**src/rtl/t_pulse_gen.sv**
```systemverilog
// -----------------------------------------------------------------------------
// t_pulse_gen
//
// Command stage in front of a T flip-flop. A raw, bouncy push-button level is
// synchronised, debounced in both directions, and turned into a one-cycle
// toggle pulse per accepted press. While the button stays held, auto-repeat
// pulses can optionally follow. Every pulse also bumps a wrapping press counter
// that is there for debug visibility.
//
// Ports
//   clk        in   1      system clock, rising edge
//   rst        in   1      asynchronous reset, active low
//   btn_in     in   1      raw asynchronous button level (1 = pressed)
//   repeat_en  in   1      synchronous auto-repeat enable
//   t          out  1      registered toggle pulse, one cycle per press/repeat
//   pressed    out  1      registered debounced button level
//   press_cnt  out  CNT_W  number of t pulses, wraps modulo 2**CNT_W
//
// States
//   IDLE   | button released and debounced; waiting for a high sample
//   ARM    | counting consecutive high samples toward press acceptance
//   HELD   | press accepted; timing the hold before the first repeat
//   REPEAT | auto-repeat active; one pulse every REPEAT_CYCLES
//   REL    | counting consecutive low samples toward release acceptance
// -----------------------------------------------------------------------------
module t_pulse_gen #(
    parameter int DEBOUNCE_CYCLES = 4,
    parameter int HOLD_CYCLES     = 16,
    parameter int REPEAT_CYCLES   = 8,
    parameter int CNT_W           = 8
) (
    input  logic             clk,
    input  logic             rst,
    input  logic             btn_in,
    input  logic             repeat_en,
    output logic             t,
    output logic             pressed,
    output logic [CNT_W-1:0] press_cnt
);

    // Each counter only has to reach its parameter minus one.
    localparam int DB_W   = (DEBOUNCE_CYCLES > 1) ? $clog2(DEBOUNCE_CYCLES) : 1;
    localparam int HOLD_W = (HOLD_CYCLES > 1)     ? $clog2(HOLD_CYCLES)     : 1;
    localparam int REP_W  = (REPEAT_CYCLES > 1)   ? $clog2(REPEAT_CYCLES)   : 1;

    localparam logic [DB_W-1:0]   DB_LAST   = DB_W'(DEBOUNCE_CYCLES - 1);
    localparam logic [HOLD_W-1:0] HOLD_LAST = HOLD_W'(HOLD_CYCLES - 1);
    localparam logic [REP_W-1:0]  REP_LAST  = REP_W'(REPEAT_CYCLES - 1);

    typedef enum logic [2:0] {
        IDLE   = 3'd0,
        ARM    = 3'd1,
        HELD   = 3'd2,
        REPEAT = 3'd3,
        REL    = 3'd4
    } state_t;

    state_t             state_q, state_d;
    logic               sync1_q;
    logic               btn_s_q;
    logic [DB_W-1:0]    db_cnt_q, db_cnt_d;
    logic [HOLD_W-1:0]  hold_cnt_q, hold_cnt_d;
    logic [REP_W-1:0]   rep_cnt_q, rep_cnt_d;
    logic               t_q, t_d;
    logic               pressed_q, pressed_d;
    logic [CNT_W-1:0]   press_cnt_q, press_cnt_d;

    // Two-flop synchroniser; btn_in is asynchronous to clk.
    always_ff @(posedge clk or negedge rst) begin
        if (!rst) begin
            sync1_q <= 1'b0;
            btn_s_q <= 1'b0;
        end else begin
            sync1_q <= btn_in;
            btn_s_q <= sync1_q;
        end
    end

    always_ff @(posedge clk or negedge rst) begin
        if (!rst) begin
            state_q     <= IDLE;
            db_cnt_q    <= '0;
            hold_cnt_q  <= '0;
            rep_cnt_q   <= '0;
            t_q         <= 1'b0;
            pressed_q   <= 1'b0;
            press_cnt_q <= '0;
        end else begin
            state_q     <= state_d;
            db_cnt_q    <= db_cnt_d;
            hold_cnt_q  <= hold_cnt_d;
            rep_cnt_q   <= rep_cnt_d;
            t_q         <= t_d;
            pressed_q   <= pressed_d;
            press_cnt_q <= press_cnt_d;
        end
    end

    always_comb begin
        state_d     = state_q;
        db_cnt_d    = db_cnt_q;
        hold_cnt_d  = hold_cnt_q;
        rep_cnt_d   = rep_cnt_q;
        t_d         = 1'b0;
        pressed_d   = pressed_q;
        press_cnt_d = press_cnt_q;

        case (state_q)
            IDLE: begin
                if (btn_s_q) begin
                    // A single-sample debounce accepts the press immediately.
                    if (DEBOUNCE_CYCLES == 1) begin
                        state_d    = HELD;
                        t_d        = 1'b1;
                        pressed_d  = 1'b1;
                        hold_cnt_d = '0;
                    end else begin
                        state_d  = ARM;
                        db_cnt_d = DB_W'(1);
                    end
                end
            end

            ARM: begin
                if (!btn_s_q) begin
                    state_d  = IDLE;
                    db_cnt_d = '0;
                end else if (db_cnt_q == DB_LAST) begin
                    state_d    = HELD;
                    t_d        = 1'b1;
                    pressed_d  = 1'b1;
                    hold_cnt_d = '0;
                end else begin
                    db_cnt_d = db_cnt_q + DB_W'(1);
                end
            end

            HELD: begin
                if (!btn_s_q) begin
                    if (DEBOUNCE_CYCLES == 1) begin
                        state_d   = IDLE;
                        pressed_d = 1'b0;
                        db_cnt_d  = '0;
                    end else begin
                        state_d  = REL;
                        db_cnt_d = DB_W'(1);
                    end
                end else if (repeat_en && (hold_cnt_q == HOLD_LAST)) begin
                    state_d   = REPEAT;
                    t_d       = 1'b1;
                    rep_cnt_d = '0;
                end else if (hold_cnt_q != HOLD_LAST) begin
                    // Saturates so a later repeat_en starts repeating at once.
                    hold_cnt_d = hold_cnt_q + HOLD_W'(1);
                end
            end

            REPEAT: begin
                if (!btn_s_q) begin
                    if (DEBOUNCE_CYCLES == 1) begin
                        state_d   = IDLE;
                        pressed_d = 1'b0;
                        db_cnt_d  = '0;
                    end else begin
                        state_d  = REL;
                        db_cnt_d = DB_W'(1);
                    end
                end else if (!repeat_en) begin
                    state_d    = HELD;
                    hold_cnt_d = '0;
                end else if (rep_cnt_q == REP_LAST) begin
                    t_d       = 1'b1;
                    rep_cnt_d = '0;
                end else begin
                    rep_cnt_d = rep_cnt_q + REP_W'(1);
                end
            end

            REL: begin
                // A high sample here is release bounce, not a new press.
                if (btn_s_q) begin
                    state_d    = HELD;
                    hold_cnt_d = '0;
                end else if (db_cnt_q == DB_LAST) begin
                    state_d   = IDLE;
                    pressed_d = 1'b0;
                    db_cnt_d  = '0;
                end else begin
                    db_cnt_d = db_cnt_q + DB_W'(1);
                end
            end

            default: begin
                state_d = IDLE;
            end
        endcase

        if (t_d) begin
            press_cnt_d = press_cnt_q + CNT_W'(1);
        end
    end

    assign t         = t_q;
    assign pressed   = pressed_q;
    assign press_cnt = press_cnt_q;

endmodule

```
**config.mk**
```make
export PLATFORM = sky130hd
export DESIGN_NAME = t_pulse_gen
export DESIGN_NICKNAME = d
export VERILOG_FILES = /design/src/rtl/t_pulse_gen.sv
export SDC_FILE = /design/constraint.sdc
export NUM_CORES = 1
export LEC_CHECK = 0
export CAP_MARGIN = 20
export CORE_UTILIZATION = 55
export DETAILED_ROUTE_END_ITERATION = 6
export PLACE_DENSITY_LB_ADDON = 0.2
export SLEW_MARGIN = 40
export SYNTH_ARGS = -nofsm -noshare
export SYNTH_HDL_FRONTEND = slang
export SYNTH_SLANG_ARGS = --single-unit
```
**constraint.sdc**
```tcl
create_clock -name clk -period 2.3 [get_ports clk]
set_clock_uncertainty 0.05 [all_clocks]
set_input_delay 0.46 -clock clk [delete_from_list [all_inputs] [get_ports clk]]
set_output_delay 0.46 -clock clk [all_outputs]
set_load 0.01 [all_outputs]
```
==> summary.md <==
| Metric | Value |
|---|---|
| Mean routed wirelength per cell | `around 16 µm` |
| CP Max Fanout | `5` |
| Part of the power in registers | `roughly 43%` |
| Clock slew at reported path FFs | `roughly 0.13 ns` |
| Synth Area in XOR/XNOR | `approximately 5.3%` |
| Via count | `about 1100` |
| Crit path capture type | `register` |
| Total GRT Usage | `between 20% and 30%` |
| CP startpoint kind | `register` |
| Post-DRT Antenna Nets | `0` |
| Sum of negative setup slack | `0 ns` |
| Chip width | `a little over 50 µm` |
| Clock Sinks | `24` |
| Logic pwr share | `~45%` |
| Critical path class | `register to register` |
| Area of the core | `about 2200 µm²` |
| RSZ-0062 raised after global routing | `false` |
| Clock latency at the later pin of the worst-skew pair | `slightly above 0.3 ns` |
| # H-tree levels | `1` |
| Synthesis-stage register bit count | `24` |
| Worst rel slew slack | `about two thirds` |
| Worst path max stage delay | `approximately 0.41 ns` |
| Die height | `50.88 µm` |
| Largest net degree at the start of global routing | `25` |
| Clock share of power | `approximately an eighth` |
| Hpwl dp | `1919 µm` |
| Switching Share | `approximately two fifths` |
| Number of enable flip-flop cells after synthesis | `0` |
| CTS tree | `done` |
| Initial Util | `58.82%` |
| Layout Cells excl Fill | `about 170` |
| Syn avg cell area | `10.34 µm²` |
| Post-cts gate resize count | `0` |
| Adder-Cell Fraction of Synth Area | `approximately 4.8%` |
| Final Max Slew Viols | `0` |
| First-pass GRT wire length | `4795 µm` |
| Synth Area in Compound Gates | `between 10% and 20%` |
| Register area share after synthesis | `45.71%` |
| Max clock buf depth | `2` |
| # diodes | `0` |
| Share of layout cells above drive strength 1 | `about an eighth` |
| Ys async rst share | `100.0%` |
| Crit-path slowest cell | `or3_4` |
| Synth Cell Area | `around 1300 µm²` |
| Outcome | `complete, no violations` |
| Lkg Pwr | `between 0.6 and 0.7 nW` |
| PortBufs | `13` |
| Proportion of synthesized area in mux cells | `3.619%` |
| Root Driver | `clkbuf_4` |
| Switch Pwr | `between 0.6 and 0.7 mW` |
| Yosys cell types | `48` |
| Most frequent cells in the layout | `dfrtp_1 (24), clkdlybuf4s50_1 (13), nand3_1 (8), buf_4 (8), inv_1 (7)` |
| Maximum vdd drop | `~0.00075 V` |
| # setup viols final | `0` |
| Vias in the first global route | `approximately 1100` |
| FP Rows | `17` |
| Dominant synthesized flop cell | `dfrtp_1` |
| Worst slew pin tran | `around 0.53 ns` |
| 1st-iter DRT viols | `42` |
| NumNets Final | `approximately 160` |
| Syn Inst Count | `about 130` |
| Drt first pass iters | `4` |
| Max_cap viols | `0` |
| Hold Crit Class | `register to register` |
| Most common library cell in the layout ignoring fill and taps | `dfrtp_1` |
| CP arrival | `around 2.1 ns` |
| Largest family of logic cells by synthesized area | `simple AND/OR/NAND/NOR gates` |
| DR DRC count | `0` |
| Max Freq | `approximately 500 MHz` |
| Final Core Density | `between 60% and 70%` |
| CTS buffer count | `3` |
| Fillers | `between 150 and 200` |
| Placed Instances | `170` |
| Power per cell area | `1122 nW/µm²` |
| I/O Pins | `14` |
| Total gr overflow | `0` |
| Part of the cycle the worst path needs | `a little over four fifths` |
| Total Power | `roughly 1.7 mW` |
| Cts hold-fix bufs | `0` |
| Net Count, Synth | `approximately 140` |
| Initial antenna violation count | `0` |
| Post-layout min period | `around 1.9 ns` |
| Post-Synth Simple-Gate Area | `20.76%` |
| Via density | `a little over 6` |
| Post CTS Setup Buffer Count | `0` |
| Gpl congestion | `approximately 0.8` |
| Yosys synthesis warning count | `0` |
| P&R area growth vs syn | `18.00%` |
| Die footprint | `approximately 2600 µm²` |
| Final Hold Vio Count | `0` |
| Internal power | `roughly 1.1 mW` |
| Critical Path RT | `2.47 ns` |
| Total Routed Length | `approximately 2800 µm` |
| CP Cell Sequence | `ha_1 -> nand4_2 -> o211a_4 -> or3_4 -> mux2_4` |
path summary, 6_finish.rpt:
check / endpoint / start / slack, ns / depth (start not counted)
setup / recovery: press_cnt[1] / hold_cnt_q[0] / 0.35 / 5
hold / removal: btn_s_q / sync1_q / 0.32 / 0
setup reg to reg: press_cnt[1] / hold_cnt_q[0] / 0.35 / 5
hold reg to reg: btn_s_q / sync1_q / 0.32 / 0
max in group asynchronous: rep_cnt_q[0] / rst / 1.53 / 2
min in group asynchronous: press_cnt[3] / rst / 0.43 / 2
power by group through the flow:
| stage | Sequential, mW | Combinational [mW] | Clock, mW |
|---|---|---|---|
| 5_1_grt | 0.761 | 0.855 | 0.247 |
| 6_report | 0.743 | 0.774 | 0.222 |
| 4_1_cts | 0.739 | 0.774 | 0.230 |
| 2_1_floorplan | 0.732 | 0.459 | 0 |
| 3_3_place_gp | 0.736 | 0.733 | 0 |
| 3_5_place_dp | 0.746 | 0.767 | 0 |
area by class of cell:
cell class                 instances  area (µm²)  share of cell area (%)
multi-input combinational         90       661.9                   42.70
timing repair buffer              21       190.2                   12.27
clock buffer                       4       36.28                   2.341
inverter                           7       26.28                   1.695
sequential                        24       600.6                   38.74
tap                               28       35.03                   2.260
per-layer routing:
metal	global-route usage, %	share of wire [%]	up-vias	wire, µm
li1	-	-	510	-
met1	31.37	45	520	1243
met2	42.44	49	32	1352
met3	3.274	4.0	8	111
met4	12.04	1.7	0	48
met5	0	0	-	0
flip-flops by register name, indices dropped and copies added (netlist names):
register,count
t,1
state_q,3
sync1_q,1
pressed,1
press_cnt,8
btn_s_q,1
db_cnt_q,2
hold_cnt_q,4
rep_cnt_q,3
critical path: cells and delay by family, from the launching register on:
family                   cells  cell delay, ns
AND/OR/NAND/NOR              2            0.57
adder cells (fa/ha/maj)      1            0.25
multiplexers                 1            0.31
AO/OA/AOI/OAI                1            0.26
flip-flops                   1            0.40
Yosys cell counts (2+ instances only):
master	instances	area, µm²
mux2_2	2	22.52
ha_1	5	62.56
a22o_1	2	17.52
xnor2_1	2	17.52
a21oi_1	6	30.03
nor2_1	6	22.52
clkbuf_1	3	11.26
inv_1	7	26.28
nor4_1	3	18.77
nand4_1	2	12.51
buf_2	2	10.01
nor2b_1	2	12.51
xor2_1	6	52.55
dfrtp_1	24	600.6
nor3_1	3	15.01
a31oi_1	4	25.02
nand2_1	4	15.01
and3_1	3	18.77
nand3_1	8	40.04
nand3b_1	2	15.01
o21ai_0	2	10.01
nand2b_1	2	12.51
nor3b_1	2	15.01
stage by stage:
step	hold slack (ns)	setup slack [ns]	area, µm²
2_1_floorplan	0.1144	0.4612	1314
3_3_place_gp	0.2895	0.05753	1514
3_5_place_dp	0.2934	0.01765	1514
4_1_cts	0.3229	0.3529	1550
5_1_grt	0.3319	0.2638	1550
6_report	0.3206	0.3530	1550
kinds of logic (layout without fill, tap and decap cells):
kind of cell | count (synthesis) | in the layout
simple gates | 45 | 45
compound gates | 28 | 28
flops | 24 | 24
buf+inv | 13 | 32
xor+xnor | 8 | 8
fa+ha+maj | 5 | 5
mux | 4 | 4
Note: power is estimated with default switching activity, not from simulation.
